### config.mk
export PLATFORM = sky130hd
export DESIGN_NAME = ofdm_buf_reader
export DESIGN_NICKNAME = d
export VERILOG_FILES = /design/src/rtl/ofdm_buf_reader.sv
export SDC_FILE = /design/constraint.sdc
export NUM_CORES = 1
export LEC_CHECK = 0
export ABC_AREA = 1
export ABC_CLOCK_PERIOD_IN_PS = 2250
export CORE_MARGIN = 4
export CORE_UTILIZATION = 48
export CTS_BUF_LIST = sky130_fd_sc_hd__clkbuf_4
export CTS_CLUSTER_SIZE = 10
export DETAILED_ROUTE_END_ITERATION = 8
export GPL_TIMING_DRIVEN = 0
export HOLD_SLACK_MARGIN = 0.03
export PLACE_DENSITY = 0.77
export REMOVE_ABC_BUFFERS = 1
export SYNTH_ARGS = -nofsm -noshare
export SYNTH_HDL_FRONTEND = slang
export SYNTH_SLANG_ARGS = --single-unit
### constraint.sdc
create_clock -name clk -period 2.25 [get_ports clk]
set_input_delay 0.3375 -clock clk [delete_from_list [all_inputs] [get_ports clk]]
set_output_delay 0.3375 -clock clk [all_outputs]
set_load 0.03 [all_outputs]
### src/rtl/ofdm_buf_reader.sv
// Read-side controller for the ping-pong OFDM symbol buffer: streams one filled
// bank in address order over valid/ready and hands the bank back with buf_done.
module ofdm_buf_reader #(
    parameter int ADDR_W  = 7,
    parameter int DATA_W  = 8,
    parameter int BLK_LEN = 64
) (
    input  logic              clk,
    input  logic              rst,
    input  logic              buf_rdy,
    output logic              buf_done,
    output logic              busy,
    output logic              ovf_err,
    output logic              ram_we,
    output logic [ADDR_W-1:0] ram_addr,
    output logic              ram_en,
    input  logic [DATA_W-1:0] ram_dout,
    output logic [DATA_W-1:0] m_data,
    output logic              m_valid,
    input  logic              m_ready,
    output logic              m_last
);

    // Handshake: a byte transfers on any cycle where m_valid && m_ready are both
    // high; m_data/m_last hold steady while m_valid is high and m_ready is low.

    typedef enum logic [1:0] {IDLE, READ, DRAIN} state_t;

    localparam logic [ADDR_W-1:0] LAST_IDX = ADDR_W'(BLK_LEN - 1);

    state_t              state, state_nxt;
    logic [1:0]          pend_cnt;
    logic                cur_bank;
    logic [ADDR_W-1:0]   rd_cnt;
    logic                inflight, inflight_last;
    logic [DATA_W-1:0]   fifo_data [2];
    logic                fifo_last [2];
    logic                wr_ptr, rd_ptr;
    logic [1:0]          fifo_cnt;
    logic [2:0]          occ;
    logic                start, issue, pop, last_pop;

    assign pop     = m_valid & m_ready;
    assign m_valid = (fifo_cnt != 2'd0);
    assign m_data  = fifo_data[rd_ptr];
    assign m_last  = fifo_last[rd_ptr] & m_valid;
    assign busy    = (state != IDLE);
    assign ram_we  = 1'b0;
    assign ram_en  = issue;
    assign ram_addr = {cur_bank, rd_cnt[ADDR_W-2:0]};

    // Bytes held or arriving after this cycle's pop; the read is issued only
    // while this stays below the FIFO depth, so the FIFO cannot overflow.
    assign occ = {1'b0, fifo_cnt} + {2'b00, inflight} - {2'b00, pop};

    always_comb begin
        state_nxt = state;
        start     = 1'b0;
        issue     = 1'b0;
        last_pop  = 1'b0;
        case (state)
            IDLE: begin
                if (pend_cnt != 2'd0) begin
                    start     = 1'b1;
                    state_nxt = READ;
                end
            end
            READ: begin
                if (!rd_cnt[ADDR_W-1] && (occ < 3'd2)) begin
                    issue = 1'b1;
                    if (rd_cnt == LAST_IDX) state_nxt = DRAIN;
                end
            end
            DRAIN: begin
                if (pop && m_last) begin
                    last_pop  = 1'b1;
                    state_nxt = IDLE;
                end
            end
            default: state_nxt = IDLE;
        endcase
    end

    always_ff @(posedge clk) begin
        if (rst) begin
            state         <= IDLE;
            pend_cnt      <= 2'd0;
            ovf_err       <= 1'b0;
            cur_bank      <= 1'b0;
            rd_cnt        <= '0;
            inflight      <= 1'b0;
            inflight_last <= 1'b0;
            buf_done      <= 1'b0;
        end else begin
            state         <= state_nxt;
            buf_done      <= last_pop;
            inflight      <= issue;
            inflight_last <= issue && (rd_cnt == LAST_IDX);
            if (last_pop) cur_bank <= ~cur_bank;
            if (start) rd_cnt <= '0;
            else if (issue) rd_cnt <= rd_cnt + 1'b1;
            // A start and a new bank in the same cycle cancel out.
            case ({buf_rdy, start})
                2'b10: begin
                    if (pend_cnt == 2'd2) ovf_err <= 1'b1;
                    else pend_cnt <= pend_cnt + 2'd1;
                end
                2'b01:   pend_cnt <= pend_cnt - 2'd1;
                default: pend_cnt <= pend_cnt;
            endcase
        end
    end

    always_ff @(posedge clk) begin
        if (rst) begin
            wr_ptr   <= 1'b0;
            rd_ptr   <= 1'b0;
            fifo_cnt <= 2'd0;
            for (int i = 0; i < 2; i++) begin
                fifo_data[i] <= '0;
                fifo_last[i] <= 1'b0;
            end
        end else begin
            if (inflight) begin
                fifo_data[wr_ptr] <= ram_dout;
                fifo_last[wr_ptr] <= inflight_last;
                wr_ptr            <= ~wr_ptr;
            end
            if (pop) rd_ptr <= ~rd_ptr;
            fifo_cnt <= fifo_cnt + {1'b0, inflight} - {1'b0, pop};
        end
    end

endmodule

==> results.txt, run 1 <==
Status = complete, but fails checks
Failing checks = setup timing
I/O pin count = 34
Unrepaired setup endpoints after global routing = true
Multiplexer share of the synthesized area = 0
Critical path, cell by cell = inv_2 -> nand2_4 -> nand2_4 -> inv_4 -> ha_4 -> inv_2 -> ha_4 -> fa_2 -> nor2_4 -> nand4_4 -> inv_4 -> buf_6
First drt pass iteration count = 4
Comb power frac = 0.431
Final-report hold violation count = 0
I/O Buffers = 32
Final wirelength = 3560 µm
Drt wl/cell = 11.7 µm
Sw frac = 0.386
Hold Crit Class = flip-flop to flip-flop
Via count = 1451
CP max-delay cell = fa_2
Max Fclk = 381 MHz
Clock buffer count from CTS = 5
Rows = 22
Design area = 2350 µm²
Crit Path Category = flip-flop to output pin
YS warnings = 0
Max-capacitance violation count = 0
Sequential share of the synthesized area = 0.525
Setup tns final = -0.495 ns
NetSw = 834 µW
Iteration-0 DRC Markers = 61
Final Util = 0.643
Flop pwr share = 0.404
Period utilization = 1.17
CP required = 1.91 ns
Yosys reg bits = 39
Pin count of the biggest net entering global routing = 14
Minimum clock period = 2.63 ns
Arr. time, crit path = 2.29 ns
Worst skew pair latency = 0.35 ns
Die height = 69.7 µm
Initial antenna violation count = 0
Max FO, Critical Path = 4
Root Buffer = clkbuf_4
Std-Cell Core Area = 3660 µm²
Mapped Cells = 219
Final setup fails = 7
Initial Util = 0.500
Placed standard-cell area = 2130 µm²
Total global-route track usage = 0.153
Post-Route Skew = 0.0114 ns
PD cells = 920 nW/µm²
Clk network pwr share = 0.164
Avg Cell Area, Syn = 8.35 µm²
Post-route ant nets = 0
Clk pin slew, worst setup/hold paths = 0.12 ns
XOR/XNOR share of the synthesized area = 0.0144
Most frequent cells in the layout = nand2_1 (54), clkdlybuf4s50_1 (29), nor2_1 (27), inv_1 (25), dfxtp_1 (19)
Slowest stage delay, CP = 0.50 ns
Endpoint type of the worst setup path = output pin
Htree depth = 2
Filler cells = 311
Static leakage power = 0.00103 µW
Hpwl dp = 2400 µm
Vias in the first global route = 1444
CTS Sinks = 39
Setup WS post-layout = -0.376 ns
Antenna cells = 0
Final Max Tran Viols = 0
CTS tree = built
Synth Area in Compound Gates = 0.0438
First-pass GRT wire length = 5980 µm
DRC viols = 0
GP Congestion = 0.741
Global route overflow = 0
Fin Hold WS = 0.466 ns
Main combinational cell family by area after synthesis = simple AND/OR/NAND/NOR gates
Nature of the critical path startpoint = flip-flop
Share of cells above drive strength 1 = 0.184
Commonest non-fill, non-tap cell in the layout = nand2_1
Fin nets = 270
Library cells used by synthesis = 26
Cell internal pwr = 1330 µW
Layout area overhead = 28.6%
Post-synthesis simple-gate area fraction = 0.269
Longest Clk Path Bufs = 2
Die W = 69.7 µm
Vias/cell = 4.79
Post-CTS Hold Buffers = 0
Die area = 4860 µm²
VDD IR max = 589 µV
Post-Synth Adder-Cell Area = 0.0315
Mapped Area = 1830 µm²
## flip-flops by register name, indices dropped and copies added, names as in the netlist, 2 cells and up, named ones only
register,cells
rd_cnt,7
state,2
fifo_data,16
fifo_cnt,2
fifo_last,2
pend_cnt,2
## final cells by class
cell class,instances,area [µm²],share of cell area
clock buffers,5,37.5,0.0160
clock inverters,3,20.0,0.00851
inverters,33,131,0.0559
multi-input cells,136,753,0.320
flip-flops and latches,39,963,0.410
well taps,48,60.1,0.0255
repair buffers,39,387,0.164
## timing repair
item / CTS / global route
hold endpoints to repair: 0 / 0
gates resized for setup: 22 / 20
setup endpoints to repair: 12 / 26
buffers inserted: 7 / 1
pin swaps: 6 / 6
## worst paths after layout
check | to | cells past startpoint | slack, ns | from
hold / removal | ovf_err | 2 | 0.47 | ovf_err
hold reg to reg | ovf_err | 2 | 0.47 | ovf_err
setup reg to reg | rd_cnt[0] | 15 | -0.03 | fifo_cnt[0]
setup / recovery | ram_en | 12 | -0.38 | fifo_cnt[0]
## Yosys cell counts
cell | n | area share
a21oi_1 | 14 | 0.038
and2_4 | 1 | 0.0048
buf_2 | 1 | 0.0027
buf_4 | 8 | 0.033
buf_6 | 1 | 0.0062
clkbuf_1 | 1 | 0.0021
clkinv_1 | 1 | 0.0021
conb_1 | 1 | 0.0021
dfxtp_1 | 21 | 0.23
edfxtp_1 | 18 | 0.30
fa_1 | 1 | 0.011
ha_1 | 3 | 0.021
inv_1 | 29 | 0.060
inv_2 | 1 | 0.0021
inv_4 | 2 | 0.0068
nand2_1 | 62 | 0.13
nand3_1 | 10 | 0.027
nand4_1 | 7 | 0.024
nand4_4 | 1 | 0.012
nor2_1 | 27 | 0.055
nor2_4 | 2 | 0.012
nor3_1 | 1 | 0.0027
o21ai_0 | 2 | 0.0055
or2_2 | 1 | 0.0034
xnor2_1 | 1 | 0.0048
xor2_1 | 2 | 0.0096
## layer usage
layer	track usage	vias up	share of wire
li1	-	755	-
met1	0.152	653	0.40
met2	0.285	36	0.52
met3	0.0449	7	0.055
met4	0.0766	0	0.017
met5	0	-	0
## through the flow
step	setup slack [ns]	power, µW	instances
floorplan	-0.296	1360	208
global placement	-1.18	1590	288
detailed placement	-1.20	1610	288
CTS	-0.391	2110	302
global route	-0.470	2300	303
finish	-0.376	2160	303
## kinds of logic (layout without fill, tap and decap cells)
kind of cell,after synthesis,in the layout
and+or+nand+nor,112,112
buffers and inverters,44,80
DFF,39,39
AOI/OAI and AO/OA,16,16
adders and majority gates,4,4
xor gates and xnor gates,3,3
other,1,1
## critical path: cells and delay by family (launching register included)
kind,cells,cell delay [ns]
buffers and inverters,5,0.35
flip-flops,1,0.33
adder cells (fa/ha/maj),3,0.90
AND/OR/NAND/NOR,4,0.36
## power by group through the flow
stage	Clock [µW]	Combinational (µW)	Sequential, µW
floorplan	0	486	878
global placement	0	713	879
detailed placement	0	729	883
CTS	362	878	872
global route	400	1020	885
finish	356	933	875
(Power assumes the default switching activity.)
==> run 2: changes to the inputs <==
--- a/config.mk
+++ b/config.mk
@@ -14,6 +14,7 @@
 export DETAILED_ROUTE_END_ITERATION = 8
 export GPL_TIMING_DRIVEN = 0
 export HOLD_SLACK_MARGIN = 0.03
+export MAX_ROUTING_LAYER = met4
 export PLACE_DENSITY = 0.77
 export REMOVE_ABC_BUFFERS = 1
 export SYNTH_ARGS = -nofsm -noshare
==> results.txt, run 2 (synthesis results as in run 1) <==
Rows = 22 (unchanged)
Placed Cells = 288 (unchanged)
Post-CTS Hold Buffers = 0 (unchanged)
Final setup fails = 7 (unchanged)
Hold Crit Class = flip-flop to flip-flop (unchanged)
Longest Clk Path Bufs = 2 (unchanged)
I/O pin count = 34 (unchanged)
Max-capacitance violation count = 0 (unchanged)
Vias in the first global route = 1441 (was 1444)
DRC viols = 0 (unchanged)
Reg with most FFs = fifo_data (unchanged)
Regs by FF count = fifo_data x16, rd_cnt x7 (unchanged)
VDD IR max = 589 µV (about the same)
Reg2Reg Setup Slack = -0.03 ns (about the same)
Minimum clock period = 2.63 ns (about the same)
R2R depth = 15 (unchanged)
Arr. time, crit path = 2.29 ns (about the same)
Commonest non-fill, non-tap cell in the layout = nand2_1 (unchanged)
Clk pin slew, worst setup/hold paths = 0.12 ns (about the same)
Die area = 4860 µm² (unchanged)
Failing checks = setup timing (unchanged)
Nature of the critical path startpoint = flip-flop (unchanged)
Vias/cell = 4.81 (was 4.79)
Iteration-0 DRC Markers = 54 (was 61)
Reg2reg end = rd_cnt[0] (unchanged)
Post-route ant nets = 0 (unchanged)
RR Startpoint = fifo_cnt[0] (unchanged)
Layout area overhead = 28.6% (unchanged)
Htree depth = 2 (unchanged)
Finished Layout Cells = 303 (unchanged)
Initial antenna violation count = 0 (unchanged)
Max FO, Critical Path = 4 (unchanged)
Clock buffer count from CTS = 5 (unchanged)
Status = complete, but fails checks (unchanged)
Final wirelength = 3550 µm (was 3560 µm)
Via count = 1456 (was 1451)
Worst skew pair latency = 0.35 ns (about the same)
Hold path cells = 2 (unchanged)
Unrepaired setup endpoints after global routing = true (unchanged)
Die height = 69.7 µm (unchanged)
Antenna cells = 0 (unchanged)
Post-Route Skew = 0.0109 ns (was 0.0114 ns)
CTS Sinks = 39 (unchanged)
Drt wl/cell = 11.7 µm (about the same)
Final-report hold violation count = 0 (unchanged)
Max Fclk = 381 MHz (about the same)
Most frequent cells in the layout = nand2_1 (54), clkdlybuf4s50_1 (29), nor2_1 (27), inv_1 (25), dfxtp_1 (19) (unchanged)
Final Util = 0.643 (unchanged)
CP required = 1.91 ns (about the same)
Period utilization = 1.17 (about the same)
Hold EP = ovf_err (unchanged)
Endpoint type of the worst setup path = output pin (unchanged)
I/O Buffers = 32 (unchanged)
Pin count of the biggest net entering global routing = 14 (unchanged)
Hpwl dp = 2400 µm (unchanged)
Die W = 69.7 µm (unchanged)
First-pass GRT wire length = 5970 µm (was 5980 µm)
CTS tree = built (unchanged)
First drt pass iteration count = 4 (unchanged)
Crit Path Category = flip-flop to output pin (unchanged)
Static leakage power = 0.00103 µW (unchanged)
Root Buffer = clkbuf_4 (unchanged)
Total global-route track usage = 0.157 (was 0.153)
PD cells = 920 nW/µm² (about the same)
GP Congestion = 0.750 (was 0.741)
Share of cells above drive strength 1 = 0.184 (unchanged)
Final Max Tran Viols = 0 (unchanged)
Initial Util = 0.500 (unchanged)
Std-Cell Core Area = 3660 µm² (unchanged)
Setup WS post-layout = -0.376 ns (about the same)
Hold path startpoint = ovf_err (unchanged)
Global route overflow = 0 (unchanged)
Fin nets = 270 (unchanged)
Largest register FFs = 16 (unchanged)
==> run 2: report_power, final <==
part | switching (µW) | leakage [µW] | total, µW | internal (µW)
registers | 61.6 | 0.000358 | 875 | 814
clock network | 236 | 0.0000272 | 355 | 119
logic | 537 | 0.000648 | 933 | 396
==> run 2: worst max-delay path by stage <==
stage	from	end	depth (start not counted)
4_1_cts	fifo_cnt[1]	ram_en	12
3_5_place_dp	m_ready	ram_en	11
6_report	fifo_cnt[0]	ram_en	12
3_3_place_gp	m_ready	ram_en	11
2_1_floorplan	fifo_cnt[1]	ram_en	11
5_1_grt	fifo_cnt[1]	ram_en	12
==> run 2: timing repair <==
action	4_1_cts	5_1_grt
buffers inserted	7	1
pin swaps	6	6
gates resized for setup	22	20
setup endpoints to repair	12	26
==> run 2: per-layer routing <==
| layer | up-vias | GRT usage | part of all wire | routed length, µm |
|---|---|---|---|---|
| met2 | 38 | 0.285 | 0.52 | 1860 |
| li1 | 755 | - | - | - |
| met3 | 7 | 0.0362 | 0.045 | 159 |
| met5 | - | - | 0 | 0 |
| met4 | 0 | 0.0766 | 0.018 | 64 |
| met1 | 656 | 0.157 | 0.41 | 1470 |
==> run 2: stage by stage <==
step	area [µm²]	TNS, ns	setup WS (ns)	hold WS, ns	power (µW)
detailed placement	2130	-10.90	-1.20	0.444	1610
global placement	2130	-9.28	-1.18	0.440	1590
floorplan	1750	-1.63	-0.296	0.407	1360
global route	2350	-1.14	-0.470	0.499	2300
CTS	2270	-0.391	-0.391	0.449	2110
finish	2350	-0.494	-0.376	0.468	2160
==> run 2: worst max-delay path: stages, from the launching register on <==
cell and delay (ns):
dfxtp_1 0.33, inv_2 0.08, nand2_4 0.06, nand2_4 0.06
inv_4 0.04, ha_4 0.25, inv_2 0.04, ha_4 0.15
fa_2 0.50, nor2_4 0.13, nand4_4 0.11, inv_4 0.07
buf_6 0.12
==> run 2: cell type report <==
class                      instances  area (µm²)
clock buffer                       5        37.5
clock inverter                     3        20.0
fill                             311        1310
inverter                          33         131
multi-input combinational        136         753
sequential                        39         963
tap                               48        60.1
timing repair buffer              39         387
